`src/rtl/vga_draw_scheduler.sv`:
```
// vga_draw_scheduler
// Runs the fillscreen (0), circle (1) and reuleaux (2) engines one after another and grants
// the single VGA plot port to whichever engine is running. A per-engine watchdog aborts an
// engine that holds its grant too long. Plots that fall off-screen are suppressed.
//
// Ports:
//   clk_i, rst_ni      clock, asynchronous active-low reset
//   start_i            run request (level, held until done_o)
//   en_mask_i          per-engine enable, latched when a run starts
//   done_o, busy_o     sequence finished / sequence in progress
//   cur_eng_o          granted engine index, 3 when none
//   timeout_err_o      sticky per-engine abort flags, cleared when a run starts
//   eng_start_o        one-hot start to the engines
//   eng_done_i         per-engine completion
//   eng_x/y/colour_i   per-engine plot coordinates and colour
//   eng_plot_i         per-engine plot strobe
//   vga_*_o            muxed and clipped plot port to the adapter
module vga_draw_scheduler #(
   parameter int unsigned TIMEOUT_CYCLES = 65536,
   parameter int unsigned SCREEN_W       = 160,
   parameter int unsigned SCREEN_H       = 120
) (
   input  logic            clk_i,
   input  logic            rst_ni,
   input  logic            start_i,
   input  logic [2:0]      en_mask_i,
   output logic            done_o,
   output logic            busy_o,
   output logic [1:0]      cur_eng_o,
   output logic [2:0]      timeout_err_o,
   output logic [2:0]      eng_start_o,
   input  logic [2:0]      eng_done_i,
   input  logic [2:0][7:0] eng_x_i,
   input  logic [2:0][6:0] eng_y_i,
   input  logic [2:0][2:0] eng_colour_i,
   input  logic [2:0]      eng_plot_i,
   output logic [7:0]      vga_x_o,
   output logic [6:0]      vga_y_o,
   output logic [2:0]      vga_colour_o,
   output logic            vga_plot_o
);

   localparam int unsigned    WdW    = $clog2(TIMEOUT_CYCLES);
   localparam logic [WdW-1:0] WdLast = WdW'(TIMEOUT_CYCLES - 1);
   localparam logic [1:0]     NoEng  = 2'd3;

   typedef enum logic [2:0] {StIdle, StSelect, StRun, StGap, StDone} state_e;

   state_e         state_q;
   logic [1:0]     idx_q;
   logic [2:0]     mask_q;
   logic [1:0]     cur_eng_q;
   logic [2:0]     eng_start_q;
   logic           done_q;
   logic           busy_q;
   logic [2:0]     timeout_err_q;
   logic [WdW-1:0] wd_q;

   logic           sel_found;
   logic [1:0]     sel_idx;
   logic           done_hit;

   // Lowest enabled engine at or above idx_q; scanning downwards leaves the lowest one.
   always_comb begin
      sel_found = 1'b0;
      sel_idx   = 2'd0;
      for (int i = 2; i >= 0; i--) begin
         if (mask_q[i] && (2'(i) >= idx_q)) begin
            sel_found = 1'b1;
            sel_idx   = 2'(i);
         end
      end
   end

   // eng_start_q is one-hot on the granted engine while running, so it masks foreign dones.
   assign done_hit = |(eng_done_i & eng_start_q);

   always_ff @(posedge clk_i or negedge rst_ni) begin
      if (!rst_ni) begin
         state_q       <= StIdle;
         idx_q         <= 2'd0;
         mask_q        <= 3'b000;
         cur_eng_q     <= NoEng;
         eng_start_q   <= 3'b000;
         done_q        <= 1'b0;
         busy_q        <= 1'b0;
         timeout_err_q <= 3'b000;
         wd_q          <= '0;
      end else begin
         unique case (state_q)
            StIdle: begin
               if (start_i) begin
                  mask_q        <= en_mask_i;
                  idx_q         <= 2'd0;
                  timeout_err_q <= 3'b000;
                  busy_q        <= 1'b1;
                  state_q       <= StSelect;
               end
            end
            StSelect: begin
               if (sel_found) begin
                  cur_eng_q   <= sel_idx;
                  eng_start_q <= 3'b001 << sel_idx;
                  wd_q        <= '0;
                  state_q     <= StRun;
               end else begin
                  cur_eng_q <= NoEng;
                  done_q    <= 1'b1;
                  busy_q    <= 1'b0;
                  state_q   <= StDone;
               end
            end
            StRun: begin
               wd_q <= wd_q + 1'b1;
               if (done_hit) begin
                  eng_start_q <= 3'b000;
                  state_q     <= StGap;
               end else if (wd_q == WdLast) begin
                  timeout_err_q <= timeout_err_q | eng_start_q;
                  eng_start_q   <= 3'b000;
                  state_q       <= StGap;
               end
            end
            StGap: begin
               // Start is already low here, so every engine sees it fall before the next one.
               wd_q <= '0;
               if (cur_eng_q == 2'd2) begin
                  cur_eng_q <= NoEng;
                  done_q    <= 1'b1;
                  busy_q    <= 1'b0;
                  state_q   <= StDone;
               end else begin
                  idx_q   <= cur_eng_q + 2'd1;
                  state_q <= StSelect;
               end
            end
            StDone: begin
               if (!start_i) begin
                  done_q  <= 1'b0;
                  state_q <= StIdle;
               end
            end
            default: state_q <= StIdle;
         endcase
      end
   end

   // Plot mux: no added latency; only the granted engine in RUN may plot, and only on-screen.
   always_comb begin
      vga_x_o      = '0;
      vga_y_o      = '0;
      vga_colour_o = '0;
      vga_plot_o   = 1'b0;
      if (cur_eng_q != NoEng) begin
         vga_x_o      = eng_x_i[cur_eng_q];
         vga_y_o      = eng_y_i[cur_eng_q];
         vga_colour_o = eng_colour_i[cur_eng_q];
         vga_plot_o   = eng_plot_i[cur_eng_q] && (state_q == StRun) &&
                        (32'(eng_x_i[cur_eng_q]) < SCREEN_W) &&
                        (32'(eng_y_i[cur_eng_q]) < SCREEN_H);
      end
   end

   assign done_o        = done_q;
   assign busy_o        = busy_q;
   assign cur_eng_o     = cur_eng_q;
   assign timeout_err_o = timeout_err_q;
   assign eng_start_o   = eng_start_q;

endmodule

```
`config.mk`:
```
export PLATFORM = sky130hd
export DESIGN_NAME = vga_draw_scheduler
export DESIGN_NICKNAME = d
export VERILOG_FILES = /design/src/rtl/vga_draw_scheduler.sv
export SDC_FILE = /design/constraint.sdc
export NUM_CORES = 1
export LEC_CHECK = 0
export CAP_MARGIN = 20
export CORE_AREA = 5 5 97 72
export CTS_BUF_LIST = sky130_fd_sc_hd__clkbuf_4 sky130_fd_sc_hd__clkbuf_8
export CTS_CLUSTER_DIAMETER = 200
export CTS_CLUSTER_SIZE = 25
export DETAILED_ROUTE_END_ITERATION = 10
export DIE_AREA = 0 0 102 77
export GPL_TIMING_DRIVEN = 0
export PLACE_DENSITY = 0.84
export SYNTH_ARGS = -nofsm -noshare
export SYNTH_HDL_FRONTEND = slang
export SYNTH_SLANG_ARGS = --single-unit
```
`constraint.sdc`:
```
create_clock -name clk_i -period 2 [get_ports clk_i]
set_input_delay 0.2 -clock clk_i [delete_from_list [all_inputs] [get_ports clk_i]]
set_output_delay 0.2 -clock clk_i [all_outputs]
set_load 0.05 [all_outputs]
```
==> Yosys cells after proc, flatten, opt, wreduce, memory -nomap -nowiden <==
Cells that the tools add are included.
{ "word_totals": {"register_bits": 34, "latch_bits": 0, "ram_bits": 0, "mem_bits_ro": 0, "output_inout_bits": 29, "wordCells": 109, "n_memories": 0} }
{ "classes": {"addsub": 2, "multipliers": 0, "n_div": 0, "order_cmp": 6, "n_eq_ne": 16, "n_shift": 1, "mux": 49, "bitwise": 2, "reduce_logical": 24} }
{ "ops": {"columns": ["cell", "n"], "rows": [
  ["16-bit case mux with 3 select lines", 1],
  ["3-bit 2-to-1 mux", 14],
  ["2-bit inequality test (second input constant)", 9],
  ["16-bit by 1-bit adder with 16-bit output (second input constant)", 1],
  ["8-bit binary-select mux with 2-bit select", 1],
  ["16-bit equality test (second input constant)", 1],
  ["16-bit 2-to-1 mux", 1],
  ["8-bit 2-to-1 mux", 2],
  ["3-bit case mux with 5 select lines", 1],
  ["7-bit binary-select mux with 2-bit select", 1],
  ["2-bit 2-to-1 mux", 7],
  ["7-bit 2-to-1 mux", 2],
  ["3-bit case mux with 2 select lines", 2],
  ["4-bit AND reduction", 3],
  ["1-bit 2-to-1 mux", 11],
  ["3-bit AND reduction", 3],
  ["3-bit nonzero test", 3],
  ["8-bit less-than comparator (second input constant)", 1],
  ["2-bit case mux with 2 select lines", 2],
  ["2-bit nonzero test", 4],
  ["7-bit less-than comparator (second input constant)", 1],
  ["3-bit binary-select mux with 2-bit select", 1],
  ["3-bit by 2-bit equality test with 1-bit output (second input constant)", 2],
  ["1-bit logical AND", 6],
  ["16 further kinds", 20]
]} }

==> Longest topological paths before layout <==
Gate-level depths: netlist of run 1.
{ "depth": {"word_depth": 8, "mapped_depth": 8, "ltp_nobuf": 6} }

==> Worst setup path after synthesis of run 1 <==
No wires, ideal clock.
{ "synth_timing": {"kind": "reg2out", "start": "reg cur_eng_q[0] (netlist: cur_eng_o[0])", "end": "out vga_plot_o", "t_arrival_ps": 2727, "setup_slack_ps": -927, "stages_incl_launch_ff": 6, "path_buffers": 1, "cell_sequence": "dfstp_2 nor2b_1 clkbuf_1 a21oi_1 or3_1 a211oi_1"} }
{ "synth_between": {"elab_chain_cells": 6, "word_cells_on_any_way": 13, "cone_classes": "order compare (2); eq/ne (1); mux (7); reduce/logical (3)"} }
{ "synth_lines": {"columns": ["element", "line", "text"], "rows": [
  ["start: declaration", "52", "logic [1:0] cur_eng_q;"],
  ["start signal: assignment", "83", "cur_eng_q <= NoEng;"],
  ["start signal: assignment", "102", "cur_eng_q <= sel_idx;"],
  ["start signal: assignment", "107", "cur_eng_q <= NoEng;"],
  ["8-bit binary-select mux with 2-bit select or 1-bit binary-select mux with 2-bit select (tied branches)", "159, 158", null],
  ["8-bit 2-to-1 mux (implied by the code) or 1-bit 2-to-1 mux (tied branches)", "159, 158", null],
  ["8-bit less-than comparator or 1-bit logical AND (tied branches)", "159, 158", null],
  ["1-bit logical AND", "158", "vga_plot_o = eng_plot_i[cur_eng_q] && (state_q == StRun) &&"],
  ["1-bit logical AND", "159", "(32'(eng_x_i[cur_eng_q]) < SCREEN_W) &&"],
  ["1-bit 2-to-1 mux *", "154", "if (cur_eng_q != NoEng) begin"],
  ["end: declaration", "40", "output logic vga_plot_o"]
]} }
Mark *: on every way between the ends. The rest lies on a longest branch, timed or not. The select of a mux whose other input is x is not followed.

==> Final worst setup path of run 1 <==
{ "layout_timing": {"start": "reg cur_eng_q[1] (netlist: cur_eng_o[1])", "end": "out vga_plot_o"} }
The elaborated chain is that of the path after synthesis.

==> impl_metrics.tcl, run 1 <==
set metrics [dict create \
    outcome "complete, but fails checks" \
    violations "negative setup slack" \
    synth_edf_count 0 \
    drive_gt1_share_pct 29.55 \
    yosys.area.top_type_share_pct 35.20 \
    hold_depth 3 \
    crit_required_ns 1.80 \
    cts_max_level 2 \
    antenna_cells 0 \
    cts_buffers 5 \
    hold_end "mask_q[2]" \
    start_util_pct 38.07 \
    synth-seq-area-share_pct 37.51 \
    dpl.hpwl_microns 5576 \
    vdd_drop_max_mv 0.8518 \
    final_nets 464 \
    seqCellArea_sq_um 862.1 \
    critical_path_class "flop to output pin" \
    path_buf_inv 2 \
    rsz0062_at_grt "true" \
    cts_tree "yes" \
    antenna_left 0 \
    syn-instance-count 271 \
    cts.sinks 34 \
    setup_ws_ns -0.2899 \
    slew_headroom_pct 50.02 \
    synth_nets 340 \
    syn_area_per_cell_sq_um 8.394 \
    vias 2624 \
    chipHeight_microns 77 \
    layout.cells.non_filler 474 \
    drt-initial-drc-count 177 \
    p_total_mw 5.890 \
    grt_max_degree 35 \
    nFillCells 452 \
    synth.distinct_cells 50 \
    netlist_area_sq_um 2275 \
    gp_congestion 0.8290 \
    drc 0 \
    crit-reg2reg-launch "cur_eng_o[0]" \
    drtPass1Iterations 4 \
    dieWidth_microns 102 \
    crit_family "flip-flops" \
    cts_max_path_buffers 2 \
    via_per_inst 5.536 \
    r2r_slack_ns 0.01 \
    hp-start "en_mask_i[2]" \
    clkTransAtPathRegs_ns 0.07 \
    route.detailed.wl_per_inst_microns 17.34 \
    crit_arrival_ns 2.09 \
    grt-ovfl-total 0 \
    slew_viol_final 0 \
    crit_path_max_fanout 5 \
    ys_warn_count 0 \
    syn2layout_area_growth_pct 72.33 \
    placedCellCount 443 \
    grt_pass1_wl_microns 11890 \
    synthTopCellsByArea "dfrtp_1 (35%), mux2i_1 (8.4%), nor2_1 (8.1%), a21oi_1 (7.0%), a211oi_1 (2.6%)" \
    r2r.worst_path.cells 7 \
    maxCapViolations 0 \
    crit_chain "buf_12 -> mux2i_1 -> nor2_1 -> a21oi_2 -> nor4b_4 -> a211oi_4 -> buf_6" \
    clock_skew_ns 0.01518 \
    io-pin-count 95 \
    multi_input_area_sq_um 1519 \
    leakagePower_nw 1.663 \
    fin_crit_ns 2.290 \
    grt_usage_pct 18.73 \
    cp_slowest_cell "dfstp_4" \
    cpPeakStageDelay_ns 0.68 \
    r2r-end "idx_q[0]" \
    cts_root_buf "clkbuf_8" \
    crit_path_start_kind "flop" \
    fin_crit_sh_pct 114.5 \
    synthFlopType "dfrtp_1" \
    power_density_nw_per_um2 1503 \
    setup_viol 17 \
    worst_setup_path_end_kind "output pin" \
    hold_class "input port to flop" \
    yosysTopAreaCell "dfrtp_1" \
    wirelength_microns 8219 \
    worstMarginPinSlew_ns 0.7498 \
    die_area_sq_um 7854 \
    row_count 24 \
    synthArstFlopShare_pct 100.0 \
    core_area_sq_um 5976 \
    ys_ff_latch 34 \
    antenna_found_initial 0 \
    clock.fmax_ghz 0.4367 \
    insertion_delay_ns 0.29 \
    io_buffers 94 \
    finalHoldViolCount 0 \
    grt_pass1_vias 2386 \
]
[cells in the mapped netlist, types with 6 or more instances]
cell type,count
nor2_1,49
a21oi_1,32
dfrtp_1,32
mux2i_1,19
nand2_1,16
o21ai_0,10
inv_1,9
a211oi_1,8
clkbuf_1,8
o31ai_1,8
or4_1,7
nor2b_1,6
[per-stage QoR]
step / hold slack, ns / area, sq um / setup TNS, ns / worst slack [ns] / utilization [%]
after floorplan: -0.09559 / 2354 / -1.141 / -0.09370 / -
after global placement: 0.4921 / 3392 / -11.94 / -0.6783 / 56.76
after detailed placement: 0.3126 / 3387 / -12.38 / -0.6909 / 56.68
after CTS: 0.4796 / 3671 / -2.021 / -0.2705 / 61.43
after global routing: 0.4913 / 3920 / -4.094 / -0.3849 / 65.60
final: 0.4822 / 3920 / -2.495 / -0.2899 / 65.60
[layout make-up]
type	instances	area share (%)
sequential	34	21.99
clock buffer	7	2.298
buffer	14	3.798
timing repair buffer	118	29.68
inverter	9	0.8618
multi-input combinational	213	38.75
clock inverter	1	0.1277
tap	78	2.490
[state kept, by name, indices dropped and copies added (netlist names)]
| register | flops |
|---|---|
| busy_o | 1 |
| cur_eng_o | 2 |
| done_o | 1 |
| eng_start_o | 3 |
| idx_q | 2 |
| mask_q | 3 |
| state_q | 3 |
| timeout_err_o | 3 |
| wd_q | 16 |
[worst min-delay path: stages]
cell             delay [ns]
clkdlybuf4s50_1        0.40
nand2_1                0.05
o21ai_0                0.06
[kinds of logic after synthesis]
kind of cell / after synthesis / share of synthesized area (%)
AND/OR/NAND/NOR: 107 / 23.05
AO/OA/AOI/OAI: 78 / 22.22
flip-flops: 34 / 37.51
buffers and inverters: 24 / 4.675
multiplexers: 21 / 9.351
XOR/XNOR: 4 / 1.540
adder cells (fa/ha/maj): 3 / 1.650
[where the power goes]
part / leakage [nW] / total, mW / switching [mW] / internal [mW]
Sequential: 0.443 / 1.05 / 0.180 / 0.866
Combinational: 1.17 / 4.30 / 2.48 / 1.82
Clock: 0.0517 / 0.539 / 0.248 / 0.291
[layout by cell type (no fill, tap or decap), types with 9 or more instances in the layout]
cell	instances
clkdlybuf4s50_1	72
nor2_1	35
dfrtp_1	31
a21oi_1	24
buf_4	22
buf_6	20
mux2i_1	17
nand2_1	15
nor2_2	13
clkbuf_8	10
inv_1	9
a21oi_2	9
o21ai_0	9
[worst max path at each step]
stage	start	slack (ns)	depth (start not counted)	end
2_1_floorplan	cur_eng_o[0]	-0.09	4	vga_x_o[5]
3_3_place_gp	cur_eng_o[1]	-0.68	5	vga_y_o[4]
3_5_place_dp	cur_eng_o[1]	-0.69	5	vga_y_o[5]
4_1_cts	cur_eng_o[1]	-0.27	7	vga_plot_o
5_1_grt	cur_eng_o[1]	-0.38	7	vga_plot_o
6_report	cur_eng_o[1]	-0.29	7	vga_plot_o
[metal layers]
metal,vias up,global-route usage [%],share of wire (%)
met5,-,0,0
met3,20,3.626,6.0
met1,1275,25.70,41
met2,96,29.77,51
li1,1233,-,-
met4,0,5.505,2.2
[repair_timing]
item                                   CTS  global route
hold buffers                             1             0
gates resized for setup                154            34
endpoints found under the hold margin    5             0
pin swaps                                1             3
setup endpoints to repair               27            31
buffers inserted                         6            16
gates cloned                             0             1
Note: power is estimated with default switching activity, not from simulation.
==> inputs of run 2 (changes only) <==
--- a/config.mk
+++ b/config.mk
@@ -6,14 +6,15 @@
 export NUM_CORES = 1
 export LEC_CHECK = 0
 export CAP_MARGIN = 20
-export CORE_AREA = 5 5 97 72
+export CORE_AREA = 5 5 83 62
 export CTS_BUF_LIST = sky130_fd_sc_hd__clkbuf_4 sky130_fd_sc_hd__clkbuf_8
 export CTS_CLUSTER_DIAMETER = 200
 export CTS_CLUSTER_SIZE = 25
 export DETAILED_ROUTE_END_ITERATION = 10
-export DIE_AREA = 0 0 102 77
+export DIE_AREA = 0 0 88 67
+export DONT_BUFFER_PORTS = 1
 export GPL_TIMING_DRIVEN = 0
-export PLACE_DENSITY = 0.84
+export PLACE_DENSITY = 0.8
 export SYNTH_ARGS = -nofsm -noshare
 export SYNTH_HDL_FRONTEND = slang
 export SYNTH_SLANG_ARGS = --single-unit
==> run 2 against run 1 <==
Net effect: the run still ends with negative setup slack left; hold slack lost 0.46 ns; count of clock-buffer cells in the layout grew 1; non-clock buffer count shrank 94; register-to-register slack lost 0.07 ns; setup slack lost 0.26 ns; clock power grew 12%; clock skew shrank 0.011 ns; global-route usage grew 4.4 points; die area shrank 25%; critical path depth shrank 1; flip-flop and latch count is the same; maximum frequency shrank 10%; largest cell class unchanged.
==> impl_metrics.tcl, run 2 (synthesis gave the netlist of run 1 again) <==
set metrics [dict create \
    chipHeight_microns 67 \
    grt_max_degree 35 \
    cts.sinks 34 \
    route.detailed.wl_per_inst_microns 20.50 \
    vias 2243 \
    grt-ovfl-total 0 \
    hold_end "mask_q[2]" \
    cts_max_level 2 \
    insertion_delay_ns 0.30 \
    power_density_nw_per_um2 1808 \
    via_per_inst 6.283 \
    antenna_cells 0 \
    cts_max_path_buffers 2 \
    cts_tree "yes" \
    worstMarginPinSlew_ns 0.6452 \
    r2r_slack_ns -0.06 \
    finalHoldViolCount 0 \
    finalSetupTns_ns -7.002 \
    io_buffers 0 \
    r2r-end "idx_q[1]" \
    wirelength_microns 7317 \
    syn2layout_area_growth_pct 36.19 \
    crit_path_start_kind "flop" \
    slew_viol_final 0 \
    setup_ws_ns -0.5507 \
    vdd_drop_max_mv 1.401 \
    row_count 20 \
    drc 0 \
    drtPass1Iterations 4 \
    drt-initial-drc-count 295 \
    placedCellCount 326 \
    hp-start "en_mask_i[2]" \
    clock.fmax_ghz 0.3921 \
    p_total_mw 5.601 \
    cts_buffers 5 \
    core_area_sq_um 4229 \
    io-pin-count 95 \
    critical_path_class "flop to output pin" \
    clock_skew_ns 0.003720 \
    dpl_cell_area_sq_um 2422 \
    dp_slack_ns -0.3077 \
    fin_crit_ns 2.551 \
    drive_gt1_share_pct 36.75 \
    whs_ns 0.02367 \
    setup_viol 22 \
    top_register "wd_q" \
    critical_path.startpoint "cur_eng_o[1]" \
    outcome "complete, but fails checks" \
    cts_root_buf "clkbuf_8" \
    largest_reg_flops 16 \
    hold_depth 2 \
    layout.cells.non_filler 357 \
    final_common_cell "nor2_1" \
    r2r.worst_path.cells 7 \
    gp_congestion 0.8058 \
    final_nets 370 \
    dieWidth_microns 88 \
    worst_setup_path_end_kind "output pin" \
    clkTransAtPathRegs_ns 0.07 \
    grt_pass1_wl_microns 10360 \
    rsz0062_at_grt "true" \
    dpl.hpwl_microns 4386 \
    crit-reg2reg-launch "cur_eng_o[0]" \
    die_area_sq_um 5896 \
    grt_usage_pct 23.15 \
    crit_arrival_ns 2.35 \
    antenna_left 0 \
    antenna_found_initial 0 \
    crit_path_max_fanout 8 \
    leakagePower_nw 1.269 \
    start_util_pct 53.79 \
    maxCapViolations 0 \
    crit_required_ns 1.80 \
    final_area_sq_um 3098 \
    fin_crit_sh_pct 127.5 \
    hold_class "input port to flop" \
    final_cell_mix "nor2_1 (31), dfrtp_1 (30), mux2i_1 (18), buf_4 (17)" \
    grt_pass1_vias 2028 \
    final_core_util_pct 73.25 \
    slew_headroom_pct 56.80 \
    violations "negative setup slack" \
]
-- run 2: worst max path at each step --
stage | to | slack, ns | cells after the start
after detailed placement | idx_q[1] | -0.31 | 7
after CTS | vga_plot_o | -0.50 | 5
after floorplan | vga_x_o[5] | -0.09 | 4
after global placement | vga_x_o[5] | -0.27 | 4
after global routing | vga_plot_o | -0.64 | 6
final | vga_plot_o | -0.55 | 6
-- run 2: layer usage --
metal  vias to the layer above  share of wire, %  track usage, %
li1                       1038                 -               -
met1                      1075                39           31.12
met2                       109                51           36.09
met3                        21               8.7           7.664
met4                         0               1.6           5.172
met5                         -                 0               0
-- run 2: where the power goes --
group          switching (mW)  total (mW)  leakage (nW)  internal, mW
registers               0.425        1.29         0.442         0.868
clock network           0.257       0.605        0.0575         0.348
logic                    2.31        3.70         0.769          1.39
total                    3.00        5.60          1.27          2.60
-- run 2: repair_timing --
item,in CTS,in global routing
resized for setup,51,44
pin swaps,4,16
endpoints found under the setup margin,29,34
buffers inserted,10,13
endpoints found under the hold margin,34,0
hold buffers,2,0
-- run 2: final cells by class --
class	instances	area [sq um]
tap	55	68.82
buffer	14	133.9
sequential	34	863.3
clock buffer	8	110.1
inverter	9	33.78
fill	267	1131
multi-input combinational	213	1662
timing repair buffer	24	226.5
-- run 2: worst max-delay path, stage by stage, from the launching register on --
cell      delay (ns)
dfstp_4         0.78
buf_8           0.18
mux2i_2         0.24
nor2_2          0.07
a21oi_4         0.13
nand2_2         0.08
a211oi_4        0.57
==> patch 1: new RTL, settings of run 2 <==
Register the output `vga_colour_o`, with the module's reset; this adds one clock of latency there. The other outputs are not delayed to match.
--- a/src/rtl/vga_draw_scheduler.sv
+++ b/src/rtl/vga_draw_scheduler.sv
@@ -45,6 +45,8 @@
    localparam logic [1:0]     NoEng  = 2'd3;
 
    typedef enum logic [2:0] {StIdle, StSelect, StRun, StGap, StDone} state_e;
+
+   logic [2:0] vga_colour_d;
 
    state_e         state_q;
    logic [1:0]     idx_q;
@@ -149,12 +151,12 @@
    always_comb begin
       vga_x_o      = '0;
       vga_y_o      = '0;
-      vga_colour_o = '0;
+      vga_colour_d = '0;
       vga_plot_o   = 1'b0;
       if (cur_eng_q != NoEng) begin
          vga_x_o      = eng_x_i[cur_eng_q];
          vga_y_o      = eng_y_i[cur_eng_q];
-         vga_colour_o = eng_colour_i[cur_eng_q];
+         vga_colour_d = eng_colour_i[cur_eng_q];
          vga_plot_o   = eng_plot_i[cur_eng_q] && (state_q == StRun) &&
                         (32'(eng_x_i[cur_eng_q]) < SCREEN_W) &&
                         (32'(eng_y_i[cur_eng_q]) < SCREEN_H);
@@ -167,5 +169,13 @@
    assign timeout_err_o = timeout_err_q;
    assign eng_start_o   = eng_start_q;
 
+   always_ff @(posedge clk_i or negedge rst_ni) begin
+      if (!rst_ni) begin
+         vga_colour_o <= '0;
+      end else begin
+         vga_colour_o <= vga_colour_d;
+      end
+   end
+
 endmodule
 
Function: changed (Yosys sat finds a counterexample within 4 cycles, from zero or initial values and one cycle with rst_ni low).
==> patch 1 against run 2 <==
The run still ends with setup timing left. Clock skew increased by 0.0049 ns. Routed wire length increased by 14%. Final area increased by 0.40%. Via count increased by 8.9%. Sequential cell count increased by 3. Worst setup slack got worse by 0.12 ns. Power increased by 1.6%. Cell count increased by 2.8%. Area after synthesis increased by 2.1%. Sequential share of layout area increased by 2.4 points. Worst hold slack got worse by 0.016 ns. Synthesized cell count increased by 3.7%. Highest routed layer unchanged.
==> patch 1: results (changes against run 2) <==
STATUS
----------------------------------------------------------------------------------------
Outcome                                                                     finished, violations left   unchanged
Violations in the final reports                                             setup timing   unchanged

ROUTING
----------------------------------------------------------------------------------------
Routed length on met3                                                             859 um   was 639 um
DRT Pass-1 Iters                                                                       5   was 4
Vias post-DR                                                                        2443   was 2243
Met1 routed wirelength after detailed routing                                    3170 um   was 2830 um
1st-iter DRT viols                                                                   326   was 295
Total wire length after detailed routing                                         8310 um   was 7320 um
Met2 Wirelength                                                                  4010 um   was 3740 um

TIMING
----------------------------------------------------------------------------------------
Slew HR                                                                            0.543   was 0.568
Final worst clock skew                                                        0.00862 ns   was 0.00372 ns
Smallest setup slack after layout                                              -0.671 ns   was -0.551 ns
Final setup viols                                                                     28   was 22

POWER
----------------------------------------------------------------------------------------
Net Switching                                                                    3.02 mW   was 3.00 mW
Maximum ir drop on the vdd rail                                                  1.09 mV   was 1.40 mV
Leakage component of the power                                                   1.30 nW   was 1.27 nW

PLACEMENT
----------------------------------------------------------------------------------------
Placed instance area                                                            2460 um2   was 2420 um2
Number of cells after detailed placement                                             336   was 326
Last weighted congestion value of the routability-driven placer                    0.844   was 0.806
Total half-perimeter wirelength after legalization and detailed placement        4460 um   was 4390 um

GRT
----------------------------------------------------------------------------------------
Routing usage on met2                                                              0.337   was 0.361
Vias in the first global route                                                      2052   was 2028
Global-route track usage on met1                                                   0.322   was 0.311
All-layer global routing usage                                                     0.232   about the same
Met3 GRT Util                                                                     0.0791   was 0.0766
Maximum number of pins on one net before global-route repair                          38   was 35

LOGIC SYNTHESIS
----------------------------------------------------------------------------------------
Sequential cell area fraction in the yosys report                                  0.400   was 0.375
Synthesized netlist net count                                                        350   was 340
Number of unique standard cell types used by synthesis                                43   was 50
Cells taking the most area after synthesis                                  sky130_fd_sc_hd__dfrtp_1 38%, sky130_fd_sc_hd__nor2_1 8.6%, sky130_fd_sc_hd__mux2i_1 8.2%   was sky130_fd_sc_hd__dfrtp_1 35%, sky130_fd_sc_hd__mux2i_1 8.4%, sky130_fd_sc_hd__nor2_1 8.1%
Mean Syn Cell Area                                                              8.26 um2   was 8.39 um2

WORST SETUP PATH
----------------------------------------------------------------------------------------
Crit-path max cell delay                                                         0.81 ns   was 0.78 ns

FINISH
----------------------------------------------------------------------------------------
Number of inserted filler cells in the final layout                                  275   was 267
Share of post-route cells with drive strength above 1                              0.327   was 0.368

[patch 1: cell types whose count changed in the layout (fill, tap and decap cells not counted), moves of 5 or more]
cell / change
sky130_fd_sc_hd__o31ai_1: -6
sky130_fd_sc_hd__nand3_1: +5
sky130_fd_sc_hd__nor2_1: +7
sky130_fd_sc_hd__buf_6: -7
sky130_fd_sc_hd__nand2_1: +15
sky130_fd_sc_hd__xnor2_1: +7
sky130_fd_sc_hd__or4_1: -5
sky130_fd_sc_hd__nor2_4: -7
[patch 1: power by group through the flow]
stage	Combinational [mW]	Sequential [mW]	Clock, mW
2_1_floorplan	1.94	1.44	0
3_3_place_gp	2.23	1.52	0
5_1_grt	3.60	1.58	0.750
6_report	3.43	1.56	0.706
3_5_place_dp	2.26	1.52	0
4_1_cts	2.90	1.52	0.703
[patch 1: cells by family (layout without fill, tap and decap cells)]
| logic type | count (synthesis) | in the layout | share of synthesized area |
|---|---|---|---|
| DFF | 37 | 37 | 0.400 |
| adders and majority gates | 3 | 3 | 0.0162 |
| xor gates and xnor gates | 11 | 11 | 0.0415 |
| and+or+nand+nor | 121 | 121 | 0.237 |
| AOI/OAI and AO/OA | 68 | 68 | 0.187 |
| buffers and inverters | 22 | 53 | 0.0366 |
| muxes | 19 | 19 | 0.0819 |
[patch 1: final cells by class]
cell class	count	share of cell area
inverter	9	0.0109
sequential	37	0.302
timing repair buffer	25	0.0825
clock inverter	1	0.00965
multi-input combinational	222	0.512
clock buffer	7	0.0290
tap	55	0.0221
buffer	11	0.0318
[patch 1: timing repair]
item / 4_1_cts / 5_1_grt
hold buffers: 2 / 0
pin swaps: 7 / 12
endpoints found under the hold margin: 37 / 0
gates cloned: 2 / 0
setup buffers: 14 / 11
gates resized for setup: 52 / 42
endpoints found under the setup margin: 29 / 41
[patch 1: per-stage QoR]
step	TNS (ns)	util	total power [mW]	hold slack [ns]	setup slack (ns)
2_1_floorplan	-0.860	-	3.39	-0.0956	-0.0979
3_3_place_gp	-4.47	0.583	3.74	-0.0943	-0.261
3_5_place_dp	-5.15	0.583	3.79	-0.0948	-0.340
4_1_cts	-6.03	0.694	5.12	0.0125	-0.507
5_1_grt	-8.66	0.736	5.93	0.00116	-0.675
6_report	-6.65	0.736	5.69	0.00797	-0.671
[patch 1: path summary, 6_finish.rpt]
path	to	depth (start not counted)	slack (ns)	from
min	mask_q[0]	2	0.008	en_mask_i[0]
max reg2reg	cur_eng_o[1]	10	-0.13	cur_eng_o[0]
max in group asynchronous	cur_eng_o[1]	2	1.39	rst_ni
min reg2reg	wd_q[7]	2	0.55	wd_q[7]
min in group asynchronous	wd_q[5]	2	0.35	rst_ni
max	vga_plot_o	6	-0.67	cur_eng_o[1]
==> patch 2: new RTL, config.mk and constraints of run 2 <==
Without the edit above. The parameter `TIMEOUT_CYCLES` goes from 65536 to 131072.
--- a/src/rtl/vga_draw_scheduler.sv
+++ b/src/rtl/vga_draw_scheduler.sv
@@ -16,7 +16,7 @@
 //   eng_plot_i         per-engine plot strobe
 //   vga_*_o            muxed and clipped plot port to the adapter
 module vga_draw_scheduler #(
-   parameter int unsigned TIMEOUT_CYCLES = 65536,
+   parameter int unsigned TIMEOUT_CYCLES = 131072,
    parameter int unsigned SCREEN_W       = 160,
    parameter int unsigned SCREEN_H       = 120
 ) (
Check against the original RTL: no difference found for any inputs over 10 cycles, from zero or initial values and one cycle with rst_ni low; that may be too few to reach the edited logic, so the function may still have changed.
==> patch 2 against run 2 <==
The flow still finishes with violations (setup timing). Final area down 2.3%. Maximum frequency rose by 1.2%. Die area unchanged. Routed wire length barely moved. Area after synthesis up 2.3%. Sequential share of layout area increased by 1.5 points. Clock skew grew 0.0051 ns. Worst setup slack gained 0.031 ns. Power grew 1.7%. Combinational power up 2%. Sequential cell count rose by 1. Critical path type unchanged.
==> patch 2: results (changes against run 2) <==
STATUS
----------------------------------------------------------------------------------------
Outcome                                                                     finished, violations left   unchanged
Violations in the final reports                                             setup timing   unchanged

FINISH
----------------------------------------------------------------------------------------
# clk buffers                                                                          6   was 8
Inverter count                                                                         8   was 9
Share of post-route cells with drive strength above 1                              0.359   was 0.368
Portion of the layout cell area used by clock cells                               0.0252   was 0.0355
Number of inserted filler cells in the final layout                                  286   was 267
Area occupied by multi-input gates                                              1590 um2   was 1660 um2
Register share of the cell area                                                    0.294   was 0.279

PLACEMENT
----------------------------------------------------------------------------------------
Placed instance area                                                            2500 um2   was 2420 um2
Total half-perimeter wirelength after legalization and detailed placement        4650 um   was 4390 um
Number of cells after detailed placement                                             330   was 326
Last weighted congestion value of the routability-driven placer                    0.835   was 0.806

TIMING
----------------------------------------------------------------------------------------
Final setup viols                                                                     32   was 22
Smallest setup slack after layout                                              -0.519 ns   was -0.551 ns
Setup_tns                                                                       -7.65 ns   was -7.00 ns
Final worst clock skew                                                        0.00879 ns   was 0.00372 ns

GRT
----------------------------------------------------------------------------------------
Maximum number of pins on one net before global-route repair                          36   was 35

WORST SETUP PATH
----------------------------------------------------------------------------------------
Beginning of the worst register-to-register path                                 wd_q[1]   was cur_eng_o[0]
Reg-to-reg endpoint                                                         eng_start_o[0]   was idx_q[1]
Number of cells traversed by the worst register-to-register path                       9   was 7

CLOCK NETWORK
----------------------------------------------------------------------------------------
Number of sinks on the clock net                                                      35   was 34
Cts repair resizes                                                                    31   was 51

ROUTING
----------------------------------------------------------------------------------------
Vias post-DR                                                                        2327   was 2243
Via-to-Cell Ratio                                                                   6.48   was 6.28

HOLD PATH
----------------------------------------------------------------------------------------
Endpoint of the worst hold-timing path                                            done_o   was mask_q[2]

LOGIC SYNTHESIS
----------------------------------------------------------------------------------------
Synthesized netlist net count                                                        345   was 340
Sequential cell area fraction in the yosys report                                  0.377   was 0.375

## patch 2: changes by cell type after synthesis, moves of 3 or more
cell                       change
sky130_fd_sc_hd__mux2_2        +3
sky130_fd_sc_hd__o31ai_1       -3
sky130_fd_sc_hd__o21ai_0       +3
sky130_fd_sc_hd__xnor2_1       -4
sky130_fd_sc_hd__a211oi_1      -4
## patch 2: cell families after synthesis
kind of cell    Yosys count  share of synthesized area
simple gates            105                      0.223
compound gates           78                      0.212
flops                    35                      0.377
buf+inv                  27                     0.0522
mux                      26                      0.115
fa+ha+maj                 4                     0.0215
## patch 2: report_power, final
group	total [mW]	switching [mW]	internal, mW
Combinational	3.77	2.41	1.36
Clock	0.487	0.241	0.245
Sequential	1.44	0.519	0.920
Total	5.70	3.17	2.52
## patch 2: metal layers
metal	GRT usage	part of all wire
met5	0	0
met3	0.0742	0.073
met4	0.0632	0.019
met2	0.327	0.49
met1	0.325	0.42
